### config.mk
export PLATFORM = sky130hd
export DESIGN_NAME = alu_issue_ctrl
export DESIGN_NICKNAME = d
export VERILOG_FILES = /design/src/rtl/alu_issue_ctrl.sv
export SDC_FILE = /design/constraint.sdc
export NUM_CORES = 1
export LEC_CHECK = 0
export ABC_CLOCK_PERIOD_IN_PS = 3200
export CORE_ASPECT_RATIO = 1.1
export CORE_MARGIN = 3
export CORE_UTILIZATION = 38
export DETAILED_ROUTE_END_ITERATION = 8
export PLACE_DENSITY = 0.76
export SYNTH_ARGS = -nofsm -noshare
export SYNTH_HDL_FRONTEND = slang
export SYNTH_SLANG_ARGS = --single-unit
### constraint.sdc
create_clock -name clk -period 3.2 [get_ports clk]
set_input_delay 0.32 -clock clk [delete_from_list [all_inputs] [get_ports clk]]
set_output_delay 0.32 -clock clk [all_outputs]
set_load 0.01 [all_outputs]
### src/rtl/alu_issue_ctrl.sv
// Issue/response controller for a shared combinational ALU: latches one request,
// holds its operands for an op-dependent number of cycles, then presents a registered response.
module alu_issue_ctrl #(
    parameter int MUL_CYCLES = 2,
    parameter int DIV_CYCLES = 4
) (
    input  logic        clk,
    input  logic        rst,
    input  logic        req_valid,
    output logic        req_ready,
    input  logic [31:0] req_a,
    input  logic [31:0] req_b,
    input  logic [2:0]  req_op,
    input  logic [4:0]  req_tag,
    output logic [31:0] alu_rs1,
    output logic [31:0] alu_rs2,
    output logic [2:0]  alu_op_ctrl,
    input  logic [31:0] alu_result,
    input  logic        alu_zero,
    output logic        rsp_valid,
    input  logic        rsp_ready,
    output logic [31:0] rsp_result,
    output logic        rsp_zero,
    output logic [4:0]  rsp_tag,
    output logic        rsp_err,
    output logic        busy
);

    localparam logic [1:0] IDLE = 2'd0;
    localparam logic [1:0] EXEC = 2'd1;
    localparam logic [1:0] RESP = 2'd2;

    localparam logic [2:0] OP_DIV = 3'b010;
    localparam logic [2:0] OP_MUL = 3'b011;

    localparam logic [3:0] MUL_LAST = 4'(MUL_CYCLES - 1);
    localparam logic [3:0] DIV_LAST = 4'(DIV_CYCLES - 1);

    // Counter preload: number of EXEC cycles minus one for the given op.
    function automatic logic [3:0] last_count(input logic [2:0] op);
        case (op)
            OP_MUL:  return MUL_LAST;
            OP_DIV:  return DIV_LAST;
            default: return 4'd0;
        endcase
    endfunction

    // Final response fields {err, zero, result}; illegal ops never trust the ALU.
    function automatic logic [33:0] resolve(input logic        illegal,
                                            input logic        div_zero,
                                            input logic [31:0] result,
                                            input logic        zero);
        if (illegal)
            return {1'b1, 1'b1, 32'd0};
        return {div_zero, zero, result};
    endfunction

    logic [1:0]  state;
    logic [3:0]  cnt;
    logic        illegal_p0;
    logic        div_p0;
    logic [4:0]  tag_p0;
    logic        accept;
    logic        req_illegal;
    logic [33:0] rsp_fields;

    assign req_ready   = (state == IDLE) || ((state == RESP) && rsp_ready);
    assign accept      = req_valid && req_ready;
    assign req_illegal = req_op[2];
    assign busy        = (state != IDLE);
    assign rsp_fields  = resolve(illegal_p0, div_p0 && (alu_rs2 == 32'd0), alu_result, alu_zero);

    always_ff @(posedge clk or posedge rst) begin
        if (rst) begin
            state       <= IDLE;
            cnt         <= 4'd0;
            illegal_p0  <= 1'b0;
            div_p0      <= 1'b0;
            tag_p0      <= 5'd0;
            alu_rs1     <= 32'd0;
            alu_rs2     <= 32'd0;
            alu_op_ctrl <= 3'd0;
            rsp_valid   <= 1'b0;
            rsp_result  <= 32'd0;
            rsp_zero    <= 1'b0;
            rsp_tag     <= 5'd0;
            rsp_err     <= 1'b0;
        end else if (accept) begin
            // Accept stage: operands are frozen here for the whole EXEC window.
            alu_rs1     <= req_illegal ? 32'd0 : req_a;
            alu_rs2     <= req_illegal ? 32'd0 : req_b;
            alu_op_ctrl <= req_illegal ? 3'd0 : req_op;
            illegal_p0  <= req_illegal;
            div_p0      <= (req_op == OP_DIV);
            tag_p0      <= req_tag;
            cnt         <= last_count(req_op);
            rsp_valid   <= 1'b0;
            state       <= EXEC;
        end else begin
            case (state)
                EXEC: begin
                    // Capture stage: response registers only ever load here.
                    if (cnt == 4'd0) begin
                        rsp_err    <= rsp_fields[33];
                        rsp_zero   <= rsp_fields[32];
                        rsp_result <= rsp_fields[31:0];
                        rsp_tag    <= tag_p0;
                        rsp_valid  <= 1'b1;
                        state      <= RESP;
                    end else begin
                        cnt <= cnt - 4'd1;
                    end
                end
                RESP: begin
                    if (rsp_ready) begin
                        rsp_valid <= 1'b0;
                        state     <= IDLE;
                    end
                end
                IDLE: state <= IDLE;
                default: state <= IDLE;
            endcase
        end
    end

endmodule

==> results.json <==
{
  "drt_wl_total_mm": 13.13,
  "yosysWarnings": 0,
  "synthTopCellsByArea": "dfrtp_1 (59%), nand2b_1 (12%), o21ai_0 (9.7%), nand2_1 (8.9%), clkbuf_1 (1.8%)",
  "drt-pass1-iter-count": 4,
  "synth_area_leader_cell": "dfrtp_1",
  "crit_slowest_cell": "nand2b_4",
  "num_io_pins": 218,
  "worstSetupStartpointType": "register",
  "hpwl_mm": 9.497,
  "rsz0062_at_grt": "false",
  "p_per_area_nw_per_um2": 941.9,
  "clock.fmax_mhz": 472.4,
  "finalHoldViolCount": 0,
  "first_global_vias": 4225,
  "core_area_um2": 12800,
  "cts.sinks": 119,
  "synth_flop_cell": "dfrtp_1",
  "syn2layout_area_growth_pct": 55.63,
  "async_reset_ff_share_pct": 100.0,
  "cts_hold_buf": 0,
  "yosysSeqAreaShare_pct": 58.79,
  "io_buffers": 216,
  "cp.buffers_inverters": 1,
  "p_leak_uw": 0.003446,
  "rows": 43,
  "die_w_um": 116.1,
  "cts_setup_buffers": 0,
  "gp_congestion": 0.8164,
  "crit_family": "simple AND/OR/NAND/NOR gates",
  "first_iter_violations": 195,
  "num-fill-cells": 1074,
  "routedWlPerCell_um": 14.64,
  "hold_class": "in2async",
  "drtAntennaViolNets": 0,
  "drive_gt1_share_pct": 5.270,
  "crit_path_end_kind": "register",
  "cts_buffers": 17,
  "path_cells": "inv_1 > ha_1 > or3b_4 > nand2b_4 > a311oi_1 > a21oi_1",
  "avgSynthCellArea_um2": 9.666,
  "timing.rr.start": "cnt[0]",
  "finalSetupTns_ps": 0,
  "cts_max_level": 4,
  "final_nets": 839,
  "clock_path_buffers": 2,
  "ys_ff_latch": 119,
  "insertion_delay_ps": 410,
  "gr-total-overflow": 0,
  "grt_pass1_wl_mm": 21.27,
  "tightestPinTransition_ps": 829.8,
  "crit_required_ps": 3460,
  "grt_util_all_layers_pct": 18.43,
  "synth-edff-count": 0,
  "slew_headroom_pct": 44.68,
  "start_util_pct": 39.55,
  "worst_slack_ps": 1083,
  "clk_pin_slew_ps": 50,
  "place_ws_ps": 1080,
  "via_per_inst": 4.719,
  "drv_cap": 0,
  "timing.hold.ws_ps": 396.8,
  "final.setup_skew_ps": 7.198,
  "period_needed_ps": 2117,
  "die_area_um2": 14750,
  "yosysMostFrequentCell": "nand2_1",
  "fp.dieH_um": 127.1,
  "status": "finished clean",
  "power_uw": 7425,
  "vias": 4233,
  "grt_max_degree": 108,
  "remaining_drc_errors": 0,
  "cts_resized": 0,
  "ys_types": 34,
  "antenna_cells": 0,
  "setup.worst_path.start": "cnt[0]",
  "postSynthCellCount": 524,
  "critical_path_arrival_ps": 2370,
  "slowest_delay_ps": 450,
  "seq_area_um2": 2978,
  "ir_worst_vdd_v": 0.0004395,
  "netlist_top_cells_count": "nand2_1 (120), dfrtp_1 (119), nand2b_1 (99), o21ai_0 (98), clkbuf_1 (24)",
  "grt_antenna_before_repair": 0,
  "worst-path-max-fanout": 75,
  "slew_viol_final": 0,
  "cts_tree": "built",
  "synth_top_cell_area_share_pct": 58.79,
  "synthesis.area_um2": 5065,
  "min_period_over_period_pct": 66.15,
  "root_buffer": "clkbuf_16",
  "multiInputGateArea_um2": 1918,
  "setup_viol": 0,
  "crit_type": "reg2reg",
  "synth_nets": 635
}
layout by cell type (no fill, tap or decap), types with 3 or more instances in the layout:
| cell | instances |
|---|---|
| clkdlybuf4s50_1 | 216 |
| nand2_1 | 120 |
| clkbuf_1 | 7 |
| nand2b_1 | 99 |
| clkbuf_16 | 17 |
| clkbuf_8 | 4 |
| nor4_1 | 5 |
| dfrtp_1 | 119 |
| mux2_2 | 6 |
| nor2_1 | 5 |
| nor3_1 | 3 |
| inv_1 | 5 |
| o21ai_0 | 98 |
worst register-to-register path: cells and delay by family (launching register included):
kind	cells	cell delay, ps
flops	1	390
simple gates	2	840
compound gates	2	500
fa+ha+maj	1	150
buf+inv	1	90
power by group:
group | total [µW] | switching, µW | internal, µW
logic | 3020 | 1360 | 1660
registers | 2660 | 467 | 2190
clock network | 1750 | 607 | 1140
total | 7420 | 2430 | 4990
state kept, by name, indices dropped and copies added, names as in the netlist:
name,flops
cnt,4
rsp_tag,5
rsp_valid,1
alu_rs1,32
rsp_result,32
rsp_err,1
div_p0,1
tag_p0,5
state,2
illegal_p0,1
alu_op_ctrl,2
rsp_zero,1
alu_rs2,32
cells by family (layout without fill, tap and decap cells):
logic type               after synthesis  after routing  synth area share, %
AND/OR/NAND/NOR                      246            246                24.46
flip-flops                           119            119                58.79
AO/OA/AOI/OAI                        105            105                10.55
buffers and inverters                 41            257                3.582
multiplexers                           7              7                1.532
XOR/XNOR                               3              3               0.5189
adder cells (fa/ha/maj)                2              2               0.4940
other                                  1              1              0.07404
final timing paths:
path | end | slack, ps | cells past startpoint
min in group clk | tag_p0[3] | 450 | 3
max in group asynchronous | alu_rs1[17] | 1960 | 3
max reg2reg | rsp_err | 1080 | 6
min reg2reg | tag_p0[0] | 470 | 2
min | alu_rs2[5] | 400 | 2
max | rsp_err | 1080 | 6
final cells by class:
cell class	count	area share, %
clock buffer	28	6.429
timing repair buffer	220	28.13
clock inverter	3	0.5079
multi-input combinational	364	24.33
inverter	6	0.3333
sequential	119	37.78
tap	157	2.492
per-layer routing:
layer  global-route usage [%]  part of all wire (%)
met1                    23.37                    42
met2                    26.65                    44
met3                    9.143                    12
met4                    7.986                   1.7
met5                        0                     0
per-stage QoR:
step | util (%) | area [µm²] | std cells
2_1_floorplan | - | 5069 | 524
3_3_place_gp | 57.29 | 7336 | 866
3_5_place_dp | 57.29 | 7336 | 866
4_1_cts | 61.56 | 7883 | 897
5_1_grt | 61.56 | 7883 | 897
6_report | 61.56 | 7883 | 897
Note: power is estimated with default switching activity, not from simulation.
